`src/rtl/seg_pkg.sv`:
```
// Shared constants and code-to-segment decode for the seven-segment scan driver.
// Segment byte layout: bit 7..0 = a,b,c,d,e,f,g,dp, active-high.
package seg_pkg;

  localparam int CODE_W = 4;
  localparam int SEG_W  = 8;

  localparam logic [SEG_W-1:0] SEG_0     = 8'hFC;
  localparam logic [SEG_W-1:0] SEG_1     = 8'h60;
  localparam logic [SEG_W-1:0] SEG_2     = 8'hDA;
  localparam logic [SEG_W-1:0] SEG_3     = 8'hF2;
  localparam logic [SEG_W-1:0] SEG_4     = 8'h66;
  localparam logic [SEG_W-1:0] SEG_5     = 8'hB6;
  localparam logic [SEG_W-1:0] SEG_6     = 8'hBE;
  localparam logic [SEG_W-1:0] SEG_7     = 8'hE0;
  localparam logic [SEG_W-1:0] SEG_8     = 8'hFE;
  localparam logic [SEG_W-1:0] SEG_9     = 8'hF6;
  localparam logic [SEG_W-1:0] SEG_DASH  = 8'h02;
  localparam logic [SEG_W-1:0] SEG_BLANK = 8'h00;

  localparam logic [CODE_W-1:0] CODE_DASH = 4'hF;

  // Codes A..E have no glyph and render blank; F is the separator dash.
  function automatic logic [SEG_W-1:0] code_to_seg(input logic [CODE_W-1:0] code);
    logic [SEG_W-1:0] seg;
    case (code)
      4'd0:      seg = SEG_0;
      4'd1:      seg = SEG_1;
      4'd2:      seg = SEG_2;
      4'd3:      seg = SEG_3;
      4'd4:      seg = SEG_4;
      4'd5:      seg = SEG_5;
      4'd6:      seg = SEG_6;
      4'd7:      seg = SEG_7;
      4'd8:      seg = SEG_8;
      4'd9:      seg = SEG_9;
      CODE_DASH: seg = SEG_DASH;
      default:   seg = SEG_BLANK;
    endcase
    return seg;
  endfunction

endpackage

```
`src/rtl/seg_decoder.sv`:
```
// Combinational wrapper around code_to_seg; one instance sits on the muxed slot code.
module seg_decoder
  import seg_pkg::*;
(
  input  logic [CODE_W-1:0] code_i,
  output logic [SEG_W-1:0]  seg_o
);

  assign seg_o = code_to_seg(code_i);

endmodule

```
`src/rtl/seg_scan_driver.sv`:
```
// Time-multiplexed driver for two 4-digit seven-segment groups with per-slot dead time.
// Optional digit blinking is built only when SEG_SCAN_BLINK_EN is defined.
module seg_scan_driver
  import seg_pkg::*;
#(
  parameter int SCAN_DIV  = 100_000,
  parameter int DEAD_CYC  = 16,
  parameter int BLINK_DIV = 25_000_000
) (
  input  logic        clk,
  input  logic        rst,
  input  logic [31:0] time_data,
  input  logic [7:0]  blink_mask,
  output logic [7:0]  digit1,
  output logic [7:0]  digit2,
  output logic [7:0]  tube_sel
);

  localparam int PRE_W = (SCAN_DIV > 1) ? $clog2(SCAN_DIV) : 1;
  localparam logic [PRE_W-1:0] PRE_LAST = PRE_W'(SCAN_DIV - 1);
  localparam logic [PRE_W-1:0] PRE_DEAD = PRE_W'(DEAD_CYC);

  logic [PRE_W-1:0]  pre_q, pre_d;
  logic [2:0]        idx_q, idx_d;
  logic [31:0]       snap_q, snap_d;
  logic              boot_q;
  logic [7:0]        digit1_d, digit2_d, tube_sel_d;

  logic              pre_wrap, frame_wrap, dead, blank;
  logic [2:0]        tube;
  logic [31:0]       snap_view;
  logic [CODE_W-1:0] cur_code;
  logic [SEG_W-1:0]  dec_seg, pat;

  assign pre_wrap   = (pre_q == PRE_LAST);
  assign frame_wrap = pre_wrap && (idx_q == 3'd7);
  assign dead       = (pre_q < PRE_DEAD);
  assign tube       = ~idx_q;

  // The first cycle after reset reads time_data directly so slot 0 never shows a stale snapshot.
  assign snap_view = boot_q ? time_data : snap_q;
  assign cur_code  = snap_view[{tube, 2'b00} +: CODE_W];

  always_comb begin
    pre_d  = pre_wrap ? '0 : pre_q + 1'b1;
    idx_d  = pre_wrap ? idx_q + 3'd1 : idx_q;
    snap_d = snap_q;
    if (boot_q || frame_wrap) snap_d = time_data;
  end

  seg_decoder u_dec (
    .code_i (cur_code),
    .seg_o  (dec_seg)
  );

`ifdef SEG_SCAN_BLINK_EN
  localparam int BLK_W = (BLINK_DIV > 1) ? $clog2(BLINK_DIV) : 1;
  localparam logic [BLK_W-1:0] BLK_LAST = BLK_W'(BLINK_DIV - 1);

  logic [BLK_W-1:0] blk_cnt_q, blk_cnt_d;
  logic             phase_q, phase_d;

  always_comb begin
    blk_cnt_d = blk_cnt_q + 1'b1;
    phase_d   = phase_q;
    if (blk_cnt_q == BLK_LAST) begin
      blk_cnt_d = '0;
      phase_d   = ~phase_q;
    end
  end

  always_ff @(posedge clk or negedge rst) begin
    if (!rst) begin
      blk_cnt_q <= '0;
      phase_q   <= 1'b0;
    end else begin
      blk_cnt_q <= blk_cnt_d;
      phase_q   <= phase_d;
    end
  end

  // Mask is applied live so blink selection responds within the current frame.
  assign blank = phase_q & blink_mask[tube];
`else
  logic unused_blink;
  assign unused_blink = (^blink_mask) ^ (BLINK_DIV > 0);
  assign blank        = 1'b0;
`endif

  assign pat = blank ? SEG_BLANK : dec_seg;

  always_comb begin
    tube_sel_d = 8'h00;
    digit1_d   = 8'h00;
    digit2_d   = 8'h00;
    if (!dead) begin
      tube_sel_d = 8'h01 << tube;
      if (tube[2]) digit1_d = pat;
      else         digit2_d = pat;
    end
  end

  always_ff @(posedge clk or negedge rst) begin
    if (!rst) begin
      pre_q    <= '0;
      idx_q    <= '0;
      snap_q   <= '0;
      boot_q   <= 1'b1;
      digit1   <= 8'h00;
      digit2   <= 8'h00;
      tube_sel <= 8'h00;
    end else begin
      pre_q    <= pre_d;
      idx_q    <= idx_d;
      snap_q   <= snap_d;
      boot_q   <= 1'b0;
      digit1   <= digit1_d;
      digit2   <= digit2_d;
      tube_sel <= tube_sel_d;
    end
  end

endmodule

```
`config.mk`:
```
export PLATFORM = sky130hd
export DESIGN_NAME = seg_scan_driver
export DESIGN_NICKNAME = d
export VERILOG_FILES = /design/src/rtl/seg_pkg.sv /design/src/rtl/seg_decoder.sv /design/src/rtl/seg_scan_driver.sv
export SDC_FILE = /design/constraint.sdc
export NUM_CORES = 1
export LEC_CHECK = 0
export BUFFER_PORTS_ARGS = -buffer_cell sky130_fd_sc_hd__buf_2
export CAP_MARGIN = 30
export CORE_MARGIN = 3
export CORE_UTILIZATION = 45
export CTS_BUF_LIST = sky130_fd_sc_hd__clkbuf_8
export CTS_CLUSTER_SIZE = 20
export DETAILED_ROUTE_END_ITERATION = 10
export PLACE_DENSITY = 0.67
export SYNTH_ARGS = -nofsm -noshare
export SYNTH_HDL_FRONTEND = slang
export SYNTH_SLANG_ARGS = --single-unit
```
`constraint.sdc`:
```
create_clock -name clk -period 2.8 [get_ports clk]
set_input_delay 0.28 -clock clk [delete_from_list [all_inputs] [get_ports clk]]
set_output_delay 0.28 -clock clk [all_outputs]
set_load 0.02 [all_outputs]
```
==> run summary <==
Slew HR -> 52.4%
Setup WS post-layout -> 0.161 ns
GRT Residual Overflow -> 0
RePlAce Congestion -> 0.817
Netlist cell types -> 42
Post-Syn Area -> 3690 sq um
Final Cell Area -> 4360 sq um
Leak -> 2.05 nW
chip width -> 96.6 um
wire per inst -> 14.7 um
Worst-path clk slew -> 0.08 ns
Worst Path Required -> 3.03 ns
endpoints failing setup -> 0
dpl ws -> 0.110 ns
DP Cell Count -> 447
via count -> 2400
VDD IR max -> 0.273 mV
pwr/cell area -> 556 nW/um^2
number of synthesized flops with an enable pin -> 0
largest net degree at the start of global routing -> 46
CP cell instances -> buf_4 -> mux4_1 -> nand3_1 -> nand3_2 -> mux2_4 -> mux2i_1 -> nor2_1
cell family with most CP delay -> multiplexers
Synth async-reset ratio -> 100%
clk_lat worst skew -> 0.36 ns
CTS tree -> yes
register bit total from synthesis -> 75
cell taking the most area after synthesis -> dfrtp_1
final wirelength -> 6.84 mm
first-pass GRT wire length -> 11.4 mm
Initial Util -> 47.1%
arrival time worst endpoint -> 2.87 ns
I/O pin count -> 66
DIE AREA -> 9330 sq um
Worst Hold Class -> in -> reg
RSZ-0062 raised after global routing -> no
vias in the first global route -> 2418
total of max-cap violations -> 0
Post-Syn Area per Cell -> 12.6 sq um
GR Util All Layers -> 16.4%
Synth Warn # -> 0
Routed Antenna Nets -> 0
DRC viols -> 0
CP peak stage delay -> 0.73 ns
Detailed Route Iter0 Violations -> 91
sequential share of the synthesized area -> 50.8%
Syn Inst Count -> 293
flop2flop setup slack -> 0.16 ns
Cell Count, Final, Fillers Out -> 464
clock sink count -> 75
area share of the largest cell type after synthesis -> 50.1%
clock skew -> 0.0178 ns
final setup TNS -> 0 ns
CTS Buffer Depth -> 2
initial antenna violation count -> 1
fmax -> 0.379 GHz
1st-pass router iterations -> 7
crit path kind -> reg -> reg
die height -> 96.6 um
Fin. Hold Viols -> 0
HPWL Detailed -> 4.85 mm
Tcrit/Tclk final -> 94.3%
Root Buffer -> clkbuf_8
setup bufs post-CTS -> 0
CP endpoint kind -> flop
TritonCTS buffer count -> 9
H-tree depth -> 3
slowest CP cell -> dfstp_4
CP startpoint kind -> flop
Vias/cell -> 5.17
Crit path buffers/inverters -> 1
number of diodes -> 0
most frequent cell after synthesis -> dfrtp_1
outcome -> complete, no violations
DP Area -> 4110 sq um
Final min period -> 2.64 ns
CORE AREA -> 7850 sq um
Final Max Tran Viols -> 0
Rows -> 32
worst slew pin tran -> 0.713 ns
dominant synthesized flop cell -> dfrtp_1
share of cells above drive strength 1 -> 36.2%
top cells by area, synth -> dfrtp_1 (50%), mux2_2 (10%), mux4_2 (4.9%), ha_1 (4.4%), mux4_1 (4.3%)
CP max FO -> 11
number of port buffers -> 55
P&R area growth vs syn -> 18.0%
fillers -> 687
top post-synthesis cells by count -> dfrtp_1 (74), mux2_2 (33), nor2_1 (25)
Net count, final -> 412
==> cells in the final DEF, fill, tap and decap left out, types with 3 or more instances in the layout <==
cell type,instances
and2_1,4
dfrtp_1,74
nand2_1,21
o21ai_0,6
a22oi_1,4
clkbuf_8,11
mux4_1,6
xnor2_1,5
a21oi_1,8
inv_1,10
nand3_1,8
xor2_1,9
nor2_1,25
ha_1,13
mux2i_1,6
mux2_2,33
conb_1,3
buf_4,7
buf_2,55
nor2b_1,6
nand4_1,5
mux4_2,8
==> area by class of cell <==
class / instances / area (sq um) / area share, %
inverter: 10 / 37.5 / 0.862
sequential: 75 / 1880 / 43.2
multi-input combinational: 196 / 1700 / 39.1
timing repair buffer: 65 / 378 / 8.67
clock inverter: 5 / 76.3 / 1.75
tap: 102 / 128 / 2.93
clock buffer: 11 / 151 / 3.48
==> routing by layer <==
| metal | part of all wire [%] | track usage (%) | vias to the layer above |
|---|---|---|---|
| li1 | - | - | 1166 |
| met2 | 44 | 24.5 | 58 |
| met3 | 6.1 | 4.73 | 14 |
| met1 | 47 | 21.9 | 1160 |
| met5 | 0.16 | 0 | - |
| met4 | 2.0 | 8.06 | 2 |
==> logic make-up (layout without fill, tap and decap cells) <==
| group | Yosys count | count (layout) | share of synthesized area (%) |
|---|---|---|---|
| XOR/XNOR | 14 | 14 | 3.32 |
| AND/OR/NAND/NOR | 84 | 84 | 11.6 |
| flip-flops | 75 | 75 | 50.8 |
| multiplexers | 54 | 54 | 21.2 |
| adder cells (fa/ha/maj) | 13 | 13 | 4.40 |
| buffers and inverters | 24 | 91 | 3.52 |
| AO/OA/AOI/OAI | 28 | 28 | 4.98 |
| other | 1 | 3 | 0.102 |
==> power by group <==
| part | total (mW) | switching (mW) | leakage (nW) | internal [mW] |
|---|---|---|---|---|
| Sequential | 1.18 | 0.0267 | 0.938 | 1.15 |
| Combinational | 0.303 | 0.149 | 0.996 | 0.155 |
| Clock | 0.943 | 0.397 | 0.117 | 0.546 |
==> stage by stage <==
stage                     hold WS, ns  total power [mW]  utilization (%)
after floorplan               -0.0156              1.40                -
after global placement          0.362              1.49             52.3
after detailed placement        0.369              1.50             52.3
after CTS                       0.149              2.45             55.4
after global routing            0.149              2.53             55.5
final                           0.168              2.42             55.5
==> what timing repair did <==
action                     4_1_cts  5_1_grt
setup endpoints to repair        0       12
hold buffers                     1        0
resized for setup                0        3
hold endpoints to repair        30        0
==> final timing paths <==
| kind | depth (start not counted) | endpoint | from |
|---|---|---|---|
| worst max-delay path | 7 | digit2[1] | boot_q |
| worst min-delay path | 2 | snap_q[19] | time_data[19] |
| worst max register to register | 7 | digit2[1] | boot_q |
| min in group asynchronous | 2 | pre_q[10] | rst |
| worst min register to register | 1 | snap_q[14] | snap_q[14] |
| max in group asynchronous | 3 | boot_q | rst |
==> state kept, by name, indices dropped and copies added (netlist names) <==
| name | flops |
|---|---|
| digit1 | 7 |
| boot_q | 1 |
| pre_q | 17 |
| snap_q | 32 |
| idx_q | 3 |
| digit2 | 7 |
| tube_sel | 8 |
Note: power is estimated with default switching activity, not from simulation.
